===== src/rtl/move_request_ctrl_pkg.sv =====
// Shared definitions for the move request controller and the board-update stage.
package move_request_ctrl_pkg;

  localparam int unsigned SQ_W       = 6;
  localparam int unsigned NUM_PIECES = 16;
  localparam int unsigned IDX_W      = 4;
  localparam int unsigned LOC_W      = SQ_W * NUM_PIECES;

  // Side encoding
  localparam logic WHITE = 1'b1;
  localparam logic BLACK = 1'b0;

  // Piece indices within one side's vectors
  typedef enum logic [IDX_W-1:0] {
    K1 = 4'd0,
    Q1 = 4'd1,
    R2 = 4'd2,
    N2 = 4'd3,
    B2 = 4'd4,
    B1 = 4'd5,
    N1 = 4'd6,
    R1 = 4'd7,
    P8 = 4'd8,
    P7 = 4'd9,
    P6 = 4'd10,
    P5 = 4'd11,
    P4 = 4'd12,
    P3 = 4'd13,
    P2 = 4'd14,
    P1 = 4'd15
  } piece_e;

  // Reason reported alongside reject
  typedef enum logic [1:0] {
    REJ_NO_PIECE  = 2'b00,
    REJ_OWN_BLOCK = 2'b01,
    REJ_SAME_SQ   = 2'b10,
    REJ_TIMEOUT   = 2'b11
  } reject_code_e;

  // Controller states
  typedef enum logic [2:0] {
    S_IDLE,
    S_SCAN,
    S_CHECK,
    S_ISSUE,
    S_WAIT_DONE,
    S_REPORT
  } state_e;

  // Starting squares for one side: back rank a..h, pawns P1 on file a up to P8 on file h
  function automatic logic [LOC_W-1:0] init_locations(input logic side);
    logic [LOC_W-1:0] v;
    logic [SQ_W-1:0]  back;
    logic [SQ_W-1:0]  pawn;
    v    = '0;
    back = (side == WHITE) ? 6'd0 : 6'd56;
    pawn = (side == WHITE) ? 6'd8 : 6'd48;
    v[int'(R1)*SQ_W +: SQ_W] = back + 6'd0;
    v[int'(N1)*SQ_W +: SQ_W] = back + 6'd1;
    v[int'(B1)*SQ_W +: SQ_W] = back + 6'd2;
    v[int'(Q1)*SQ_W +: SQ_W] = back + 6'd3;
    v[int'(K1)*SQ_W +: SQ_W] = back + 6'd4;
    v[int'(B2)*SQ_W +: SQ_W] = back + 6'd5;
    v[int'(N2)*SQ_W +: SQ_W] = back + 6'd6;
    v[int'(R2)*SQ_W +: SQ_W] = back + 6'd7;
    for (int unsigned p = 0; p < 8; p++) begin
      v[(int'(P1) - int'(p))*SQ_W +: SQ_W] = pawn + SQ_W'(p);
    end
    return v;
  endfunction

  localparam logic [LOC_W-1:0]      INIT_LOC_W = init_locations(WHITE);
  localparam logic [LOC_W-1:0]      INIT_LOC_B = init_locations(BLACK);
  localparam logic [NUM_PIECES-1:0] INIT_ALIVE = '1;

endpackage


===== src/rtl/move_request_ctrl_piece_slice_sel.sv =====
// Selects one piece's square and alive bit from the packed side vectors.
module piece_slice_sel
  import move_request_ctrl_pkg::*;
(
  input  logic [IDX_W-1:0]      idx,
  input  logic                  side,
  input  logic [LOC_W-1:0]      loc_w,
  input  logic [LOC_W-1:0]      loc_b,
  input  logic [NUM_PIECES-1:0] alive_w,
  input  logic [NUM_PIECES-1:0] alive_b,
  output logic [SQ_W-1:0]       sq,
  output logic                  alive
);

  logic [LOC_W-1:0]      loc_sel;
  logic [NUM_PIECES-1:0] alive_sel;

  // Pick the side, then the indexed slice
  always_comb begin
    loc_sel   = (side == WHITE) ? loc_w : loc_b;
    alive_sel = (side == WHITE) ? alive_w : alive_b;
    sq        = loc_sel[idx*SQ_W +: SQ_W];
    alive     = alive_sel[idx];
  end

endmodule


===== src/rtl/move_request_ctrl.sv =====
// Move request controller: locates the moving piece, checks the destination
// against own pieces, issues the move to the board-update stage and reports.
module move_request_ctrl
  import move_request_ctrl_pkg::*;
#(
  parameter int unsigned TIMEOUT_CYC = 15
) (
  input  logic                  clk,
  input  logic                  RST,
  input  logic                  start,
  input  logic                  player,
  input  logic [SQ_W-1:0]       from_sq,
  input  logic [SQ_W-1:0]       to_sq,
  input  logic [LOC_W-1:0]      location_vectors_w,
  input  logic [LOC_W-1:0]      location_vectors_b,
  input  logic [NUM_PIECES-1:0] alive_vectors_w,
  input  logic [NUM_PIECES-1:0] alive_vectors_b,
  input  logic                  upd_done,
  output logic                  upd_en,
  output logic [IDX_W-1:0]      upd_piece_number,
  output logic [SQ_W-1:0]       upd_move,
  output logic                  upd_player,
  output logic                  busy,
  output logic                  accept,
  output logic                  reject,
  output logic [1:0]            reject_code
);

  localparam int unsigned CNT_W = $clog2(TIMEOUT_CYC + 1);

  state_e              state;
  logic [IDX_W-1:0]    scan_idx;
  logic [IDX_W-1:0]    piece_idx;
  logic [CNT_W-1:0]    wait_cnt;
  logic                player_q;
  logic [SQ_W-1:0]     from_q;
  logic [SQ_W-1:0]     to_q;

  logic [SQ_W-1:0]       scan_sq;
  logic                  scan_alive;
  logic                  scan_match;
  logic [NUM_PIECES-1:0] own_hit;
  logic                  own_block;

  piece_slice_sel u_slice (
    .idx     (scan_idx),
    .side    (player_q),
    .loc_w   (location_vectors_w),
    .loc_b   (location_vectors_b),
    .alive_w (alive_vectors_w),
    .alive_b (alive_vectors_b),
    .sq      (scan_sq),
    .alive   (scan_alive)
  );

  assign scan_match = scan_alive && (scan_sq == from_q);

  // Destination compared against every live own piece at once
  always_comb begin
    own_hit = '0;
    for (int unsigned i = 0; i < NUM_PIECES; i++) begin
      if (player_q == WHITE) begin
        own_hit[i] = alive_vectors_w[i] && (location_vectors_w[i*SQ_W +: SQ_W] == to_q);
      end else begin
        own_hit[i] = alive_vectors_b[i] && (location_vectors_b[i*SQ_W +: SQ_W] == to_q);
      end
    end
  end

  assign own_block = |own_hit;

  // Request sequencing with registered outputs
  always_ff @(posedge clk) begin
    if (RST) begin
      state            <= S_IDLE;
      scan_idx         <= '0;
      piece_idx        <= '0;
      wait_cnt         <= '0;
      player_q         <= WHITE;
      from_q           <= '0;
      to_q             <= '0;
      upd_en           <= 1'b0;
      upd_piece_number <= '0;
      upd_move         <= '0;
      upd_player       <= WHITE;
      busy             <= 1'b0;
      accept           <= 1'b0;
      reject           <= 1'b0;
      reject_code      <= '0;
    end else begin
      upd_en <= 1'b0;
      accept <= 1'b0;
      reject <= 1'b0;
      unique case (state)
        S_IDLE: begin
          if (start) begin
            player_q <= player;
            from_q   <= from_sq;
            to_q     <= to_sq;
            busy     <= 1'b1;
            if (from_sq == to_sq) begin
              state       <= S_REPORT;
              reject      <= 1'b1;
              reject_code <= REJ_SAME_SQ;
            end else begin
              state    <= S_SCAN;
              scan_idx <= IDX_W'(NUM_PIECES - 1);
            end
          end
        end

        S_SCAN: begin
          if (scan_match) begin
            piece_idx <= scan_idx;
            state     <= S_CHECK;
          end else if (scan_idx == '0) begin
            state       <= S_REPORT;
            reject      <= 1'b1;
            reject_code <= REJ_NO_PIECE;
          end else begin
            scan_idx <= scan_idx - 1'b1;
          end
        end

        S_CHECK: begin
          if (own_block) begin
            state       <= S_REPORT;
            reject      <= 1'b1;
            reject_code <= REJ_OWN_BLOCK;
          end else begin
            state            <= S_ISSUE;
            upd_en           <= 1'b1;
            upd_piece_number <= piece_idx;
            upd_move         <= to_q;
            upd_player       <= player_q;
          end
        end

        S_ISSUE: begin
          state    <= S_WAIT_DONE;
          wait_cnt <= '0;
        end

        // First WAIT_DONE cycle (count 0) is the cycle after ISSUE, where upd_done is ignored
        S_WAIT_DONE: begin
          if ((wait_cnt != '0) && upd_done) begin
            state  <= S_REPORT;
            accept <= 1'b1;
          end else if (wait_cnt == CNT_W'(TIMEOUT_CYC - 1)) begin
            state       <= S_REPORT;
            reject      <= 1'b1;
            reject_code <= REJ_TIMEOUT;
          end else begin
            wait_cnt <= wait_cnt + 1'b1;
          end
        end

        S_REPORT: begin
          state <= S_IDLE;
          busy  <= 1'b0;
        end

        default: begin
          state <= S_IDLE;
          busy  <= 1'b0;
        end
      endcase
    end
  end

endmodule


===== config.mk =====
export PLATFORM = sky130hd
export DESIGN_NAME = move_request_ctrl
export DESIGN_NICKNAME = d
export VERILOG_FILES = /design/src/rtl/move_request_ctrl_pkg.sv /design/src/rtl/move_request_ctrl_piece_slice_sel.sv /design/src/rtl/move_request_ctrl.sv
export SDC_FILE = /design/constraint.sdc
export NUM_CORES = 1
export LEC_CHECK = 0
export ABC_CLOCK_PERIOD_IN_PS = 4600
export CAP_MARGIN = 20
export CORE_ASPECT_RATIO = 1.4
export CORE_MARGIN = 2
export CORE_UTILIZATION = 45
export DETAILED_ROUTE_END_ITERATION = 8
export PLACE_DENSITY = 0.87
export SYNTH_ARGS = -nofsm -noshare
export SYNTH_HDL_FRONTEND = slang
export SYNTH_SLANG_ARGS = --single-unit

===== constraint.sdc =====
create_clock -name clk -period 4.6 [get_ports clk]
set_input_delay 1.38 -clock clk [delete_from_list [all_inputs] [get_ports clk]]
set_output_delay 1.38 -clock clk [all_outputs]
set_load 0.02 [all_outputs]

# == After elaboration in Yosys (flattened, before gate mapping) ==
# Index checks and enable logic that the tools add are counted.
# word_totals
in_bits,241
word_cells,183
reg_bits,45
# classes
bitwise,4
n_shift,1
multipliers,1
eq_ne,51
addsub,2
order_cmp,1
n_reduce_logical,52
muxes,56
# ops
operator,n
6-bit == test,34
96-bit 2-to-1 mux,1
96-bit by 8-bit indexed part select with 6-bit output,1
1-bit logical AND,34
1-bit 2-to-1 mux,27
4-bit 2-to-1 mux,6
3-bit 2-to-1 mux,7
"2-bit != test, second input constant",10
16-bit 2-to-1 mux,1
4-bit case mux with 2 select lines,2
16-bit OR reduction,1
3-bit case mux with 5 select lines,1
2-bit 2-to-1 mux,7
2-bit case mux with 4 select lines,1
2-bit AND reduction,4
8-bit AND reduction,1
4-bit nonzero test,2
"3-bit by 2-bit == test with 1-bit output, second input constant",2
"4-bit by 2-bit multiplier with 6-bit output, second input constant",1
"3-bit != test, second input constant",2
3-bit AND reduction,2
"4-bit by 5-bit < comparator with 1-bit output, second input constant",1
5-bit AND reduction,1
"4-bit by 1-bit adder with 4-bit output, second input constant",1
other kinds (13),18

# == Longest topological paths before layout ==
# Gate-level depths: netlist of the first run.
# logic_depth
word_depth,6
depth_mapped,16

# == Hierarchy ==
# A second synthesis of the first run with hierarchy kept.
# unflattened
hier_cells,633
area_unflattened_um2,6283.5
# modules_own_cells
module,area_per_inst_um2,instances,seq_area_each_um2,cells_each
move_request_ctrl,4543.1,1,900.9,540
piece_slice_sel,1740.4,1,0.0,93

# == Worst setup path before layout of the first run ==
# Ideal clock, no wire load.
# synth_timing
path_kind,input port to flip-flop
from,in location_vectors_w[45]
to,reg reject_code[1]
setup_ps,119
arrival_ps,3625
n_path_buf,0
path_stages,9
setup_slack_ps,856
path_cell_list,mux4_2 or3_1 nor2_1 nor4_1 a2111oi_2 a21oi_1 nor4_4 nor3b_2 o221a_1
# synth_between
elab_chain_len,6
# synth_lines
item,line,source
start: declaration,move_request_ctrl.sv:14,"input logic [LOC_W-1:0] location_vectors_w,"
96-bit 2-to-1 mux / 6-bit == test (equally long branches),"move_request_ctrl_piece_slice_sel.sv:20, move_request_ctrl.sv:63",
96-bit by 8-bit indexed part select with 6-bit output / 1-bit logical AND (equally long branches),"move_request_ctrl_piece_slice_sel.sv:22, move_request_ctrl.sv:63",
6-bit == test / 1-bit 2-to-1 mux (equally long branches),"move_request_ctrl.sv:56, move_request_ctrl.sv:62",
1-bit logical AND / 16-bit OR reduction (equally long branches),"move_request_ctrl.sv:56, move_request_ctrl.sv:70",
2-bit != test (no source line),n/a,
8-bit AND reduction (no source line) (*),n/a,
end signal: assignment,move_request_ctrl.sv:89,reject_code <= '0;
end signal: assignment,move_request_ctrl.sv:104,reject_code <= REJ_SAME_SQ;
end signal: assignment,move_request_ctrl.sv:119,reject_code <= REJ_NO_PIECE;
end: declaration,move_request_ctrl.sv:26,output logic [1:0] reject_code
# Every way passes the cells marked *; elsewhere a longest branch is shown, timed or not.
# A chain may end at the register's enable or synchronous reset.

# == Final worst setup path of the first run ==
# layout_timing
from,in location_vectors_b[94]
to,reg scan_idx[2]
# layout_between
elab_chain_len,6
# layout_lines
item,line,source
start: declaration,move_request_ctrl.sv:15,"input logic [LOC_W-1:0] location_vectors_b,"
96-bit 2-to-1 mux,move_request_ctrl_piece_slice_sel.sv:20,loc_sel = (side == WHITE) ? loc_w : loc_b;
96-bit by 8-bit indexed part select with 6-bit output,move_request_ctrl_piece_slice_sel.sv:22,sq = loc_sel[idx*SQ_W +: SQ_W];
6-bit == test,move_request_ctrl.sv:56,assign scan_match = scan_alive && (scan_sq == from_q);
1-bit logical AND,move_request_ctrl.sv:56,
2-bit != test (no source line),n/a,
5-bit AND reduction (no source line),n/a,
end signal: assignment,move_request_ctrl.sv:107,scan_idx <= IDX_W'(NUM_PIECES - 1);
end signal: assignment,move_request_ctrl.sv:121,scan_idx <= scan_idx - 1'b1;
end: declaration,move_request_ctrl.sv:32,logic [IDX_W-1:0] scan_idx;
# No other way between the ends.

==> run summary, run 1 <==
CRITICAL PATH
------------------------------------------------------------------------------------
Worst path slowest cell                                                 sky130_fd_sc_hd__mux4_1
Worst endpoint data arrival time                                             4.38 ns
Crit path buffers/inverters                                                        1
Type of the worst setup path                                               in -> reg
Delay-heaviest family, CP                                               compound AO/OA/AOI/OAI gates
Cells traversed along the worst timing path                             clkdlybuf4s50_1 > mux4_1 > mux2_2 > a31oi_1 > nand3_1 > xnor2_2 > o2111ai_2 > o31ai_1 > nor3_1 > a2111oi_0
Maximum net fanout on the critical path                                            3
Endpoint kind of the worst setup timing path                               flip-flop
Required time of the critical path                                           4.76 ns
Category of the worst setup path launch point                           primary input
Critical Path Max Stage Delay                                                0.58 ns

LOGIC SYNTHESIS
------------------------------------------------------------------------------------
Share of flip-flops with an asynchronous set or reset after synthesis              0
Count of unique library cells instantiated by Yosys                               64
Post-synth design cell area                                                6510 um^2
Net count of the mapped netlist                                                  985
Cell count after synthesis                                                       740
Mean instance size in the synthesized netlist                              8.79 um^2
Yosys warns                                                                        0
Most used flip-flop cell after synthesis                                sky130_fd_sc_hd__dfxtp_1
Most numerous cell types in the synthesized netlist                     sky130_fd_sc_hd__xor2_1 (109), sky130_fd_sc_hd__xnor2_1 (99), sky130_fd_sc_hd__nand2_1 (51)
Synth area leader                                                       sky130_fd_sc_hd__xor2_1
Sequential fraction of the synthesis area                                      0.138
EDFF count, synth                                                                  0
Most frequent cell after synthesis                                      sky130_fd_sc_hd__xor2_1
Portion of synthesized cell area occupied by the leading cell type             0.147
Total of flip-flops plus latches after synthesis                                  45
Cell types occupying the most area after synthesis                      sky130_fd_sc_hd__xor2_1 (15%), sky130_fd_sc_hd__dfxtp_1 (14%), sky130_fd_sc_hd__xnor2_1 (13%)

FLOORPLANNING
------------------------------------------------------------------------------------
Initial standard-cell utilization of the core                                  0.455
Core region area                                                          14300 um^2
Die Area                                                                  15400 um^2
DIE WIDTH                                                                     106 um
Die height                                                                    146 um
Io pins                                                                          258
Cell Rows                                                                         52

CLOCK TREE
------------------------------------------------------------------------------------
Clock root buffer                                                       sky130_fd_sc_hd__clkbuf_16
Clock sink count                                                                  45
CTS resizes                                                                        0
Post-CTS Hold Buffers                                                              0
Number of levels in the clock H-tree                                               2
Clock transition at the registers of the reported paths                      0.06 ns
Source-to-sink clock delay at the later pin of the worst-skew pair           0.29 ns
Maximum clock insertion buffer count                                               2
CTS tree                                                                         yes
Post-CTS setup buffer count                                                        0
Clock buffer count from CTS                                                        5

POWER AND IR DROP
------------------------------------------------------------------------------------
Max rail drop VDD                                                           0.302 mV
Static leakage                                                            0.00362 uW
Power per cell area                                                      286 nW/um^2

TIMING
------------------------------------------------------------------------------------
Setup_tns                                                                       0 ns
Number of hold violations in the final report                                      0
Worst slew margin                                                              0.343
Clock tree skew after final layout                                        0.00575 ns
Post-layout worst setup margin                                              0.383 ns
Total count of max-transition violations in the final report                       0
RSZ-0062 raised after global routing                                           false
Final setup violation count                                                        0
Achievable frequency                                                         237 MHz
Final period utilization                                                       0.917
Slew of the pin with the lowest slew margin                                 0.985 ns
Minimum period implied by the final worst setup slack                        4.22 ns

PLACE
------------------------------------------------------------------------------------
Routability-driven placement congestion ratio                                   1.00
Post-Place Cells                                                                1149
Post-place setup slack                                                      0.139 ns
Cell area after placement                                                  9220 um^2
Port bufs                                                                        257
Detail Placement HPWL                                                        23.2 mm

GRT
------------------------------------------------------------------------------------
Vias in the first global route                                                  7295
Maximum number of pins on one net before global-route repair                      53
First-pass GRT wire length                                                   41.5 mm
Grt ovf                                                                            0
Antenna violations before repair                                                   0
Global routing usage summed across all routing layers                          0.354

LAYOUT
------------------------------------------------------------------------------------
Inserted Diodes                                                                    0
Post-route cell area                                                       9390 um^2
Final std cells w/o fill                                                        1157
Core occupancy in the finished layout                                          0.656
Fill cells                                                                      1185
Final #Nets                                                                     1212
Synth-to-Final Area Change                                                     44.4%
Layout cells sized above 1                                                    0.0940

DRT
------------------------------------------------------------------------------------
Wirelength, routed                                                           28.4 mm
Number of nets still failing antenna checks after routing                          0
Detailed-route DRC error count                                                     0
Mean number of vias per cell                                                    6.10
Initial DRC Count                                                                567
Vias after detailed routing                                                     7063
Wire length per cell                                                         24.6 um
Number of detailed-route iterations in the first pass                              7

RUN
------------------------------------------------------------------------------------
Count of maximum capacitance violations                                            0

STATUS
------------------------------------------------------------------------------------
Status                                                                  finished clean

MIN PATH
------------------------------------------------------------------------------------
Worst hold-check path type                                                reg -> reg

-- routing by layer --
layer | share of wire | GRT usage | up-vias
met3 | 0.086 | 0.0603 | 143
met2 | 0.48 | 0.605 | 438
li1 | - | - | 3156
met5 | 0 | 0 | -
met1 | 0.34 | 0.376 | 3326
met4 | 0.098 | 0.295 | 0
-- cells in the final DEF, fill, tap and decap left out, types with 4 or more instances in the layout --
cell type,netlist,routed
sky130_fd_sc_hd__nor3_1,21,21
sky130_fd_sc_hd__a22oi_1,10,10
sky130_fd_sc_hd__xnor2_1,99,99
sky130_fd_sc_hd__clkdlybuf4s50_1,0,257
sky130_fd_sc_hd__mux2i_1,49,49
sky130_fd_sc_hd__ha_1,4,4
sky130_fd_sc_hd__dfxtp_2,0,7
sky130_fd_sc_hd__dfxtp_1,45,37
sky130_fd_sc_hd__nor4_1,25,25
sky130_fd_sc_hd__mux4_1,8,8
sky130_fd_sc_hd__inv_1,9,9
sky130_fd_sc_hd__nand2_1,51,51
sky130_fd_sc_hd__nand4_1,37,37
sky130_fd_sc_hd__buf_4,1,23
sky130_fd_sc_hd__mux2_2,4,4
sky130_fd_sc_hd__a21oi_1,30,30
sky130_fd_sc_hd__nand2b_1,5,5
sky130_fd_sc_hd__nor3b_1,14,14
sky130_fd_sc_hd__nand3_1,22,22
sky130_fd_sc_hd__o21ai_0,5,5
sky130_fd_sc_hd__clkbuf_16,0,5
sky130_fd_sc_hd__xor2_1,109,109
sky130_fd_sc_hd__nor2_1,37,37
sky130_fd_sc_hd__mux4_2,37,37
-- worst paths after layout --
kind              slack (ns)              startpoint  depth (start not counted)             end
setup / recovery        0.38  location_vectors_b[94]                         10     scan_idx[2]
hold reg to reg         0.49          reject_code[0]                          2  reject_code[0]
setup reg to reg        0.90                player_q                          9     scan_idx[2]
hold / removal          0.49          reject_code[0]                          2  reject_code[0]
-- where the power goes --
part	total (uW)	switching [uW]	internal (uW)	leakage (uW)
logic	1680	833	846	0.00316
clock network	418	147	271	0.0000874
registers	592	165	427	0.000369
-- metrics by stage --
step / power (uW) / hold WS [ns]
final: 2690 / 0.488
after global routing: 2800 / 0.492
after CTS: 2660 / 0.481
after detailed placement: 2230 / 0.460
after global placement: 2220 / 0.457
after floorplan: 1620 / 0.449
-- layout make-up --
type	instances	area (um^2)	area share
multi-input cells	621	5240	0.558
flip-flops and latches	45	913	0.0972
repair buffers	282	2790	0.296
well taps	189	236	0.0252
clock buffers	6	139	0.0148
inverters	12	45.0	0.00479
clock inverters	2	36.3	0.00386
-- registers in the layout (all words and copies together) (netlist names), 2 cells and up --
| name | flops |
|---|---|
| from_q | 6 |
| piece_idx | 4 |
| reject_code | 2 |
| scan_idx | 4 |
| state | 3 |
| to_q | 6 |
| upd_move | 6 |
| upd_piece_number | 4 |
| wait_cnt | 4 |
-- logic make-up (layout without fill, tap and decap cells) --
| group | after synthesis | in the layout | synth area share |
|---|---|---|---|
| multiplexers | 99 | 99 | 0.244 |
| buffers and inverters | 74 | 302 | 0.0563 |
| AO/OA/AOI/OAI | 79 | 79 | 0.0840 |
| flip-flops | 45 | 45 | 0.138 |
| adder cells (fa/ha/maj) | 4 | 4 | 0.00769 |
| XOR/XNOR | 209 | 209 | 0.283 |
| AND/OR/NAND/NOR | 230 | 230 | 0.187 |
-- worst reg2reg max path: stages (launching register included) --
cell                        delay (ns)
sky130_fd_sc_hd__dfxtp_4          0.90
sky130_fd_sc_hd__mux4_1           0.75
sky130_fd_sc_hd__mux2_2           0.31
sky130_fd_sc_hd__a31oi_1          0.25
sky130_fd_sc_hd__nand3_1          0.17
sky130_fd_sc_hd__xnor2_2          0.15
sky130_fd_sc_hd__o2111ai_2        0.18
sky130_fd_sc_hd__o31ai_1          0.37
sky130_fd_sc_hd__nor3_1           0.10
sky130_fd_sc_hd__a2111oi_0        0.42
(Power assumes the default switching activity.)
==> inputs of run 2 (changes only) <==
- SKIP_CTS_REPAIR_TIMING: not set -> 1
==> results of run 2 <==
No change in the layout: final DEF, timing and power equal those of run 1.
==> inputs of run 3 (changes only) <==
- SETUP_SLACK_MARGIN: not set -> 0.02
==> results of run 3 <==
No change in the layout: final DEF, timing and power equal those of run 1.
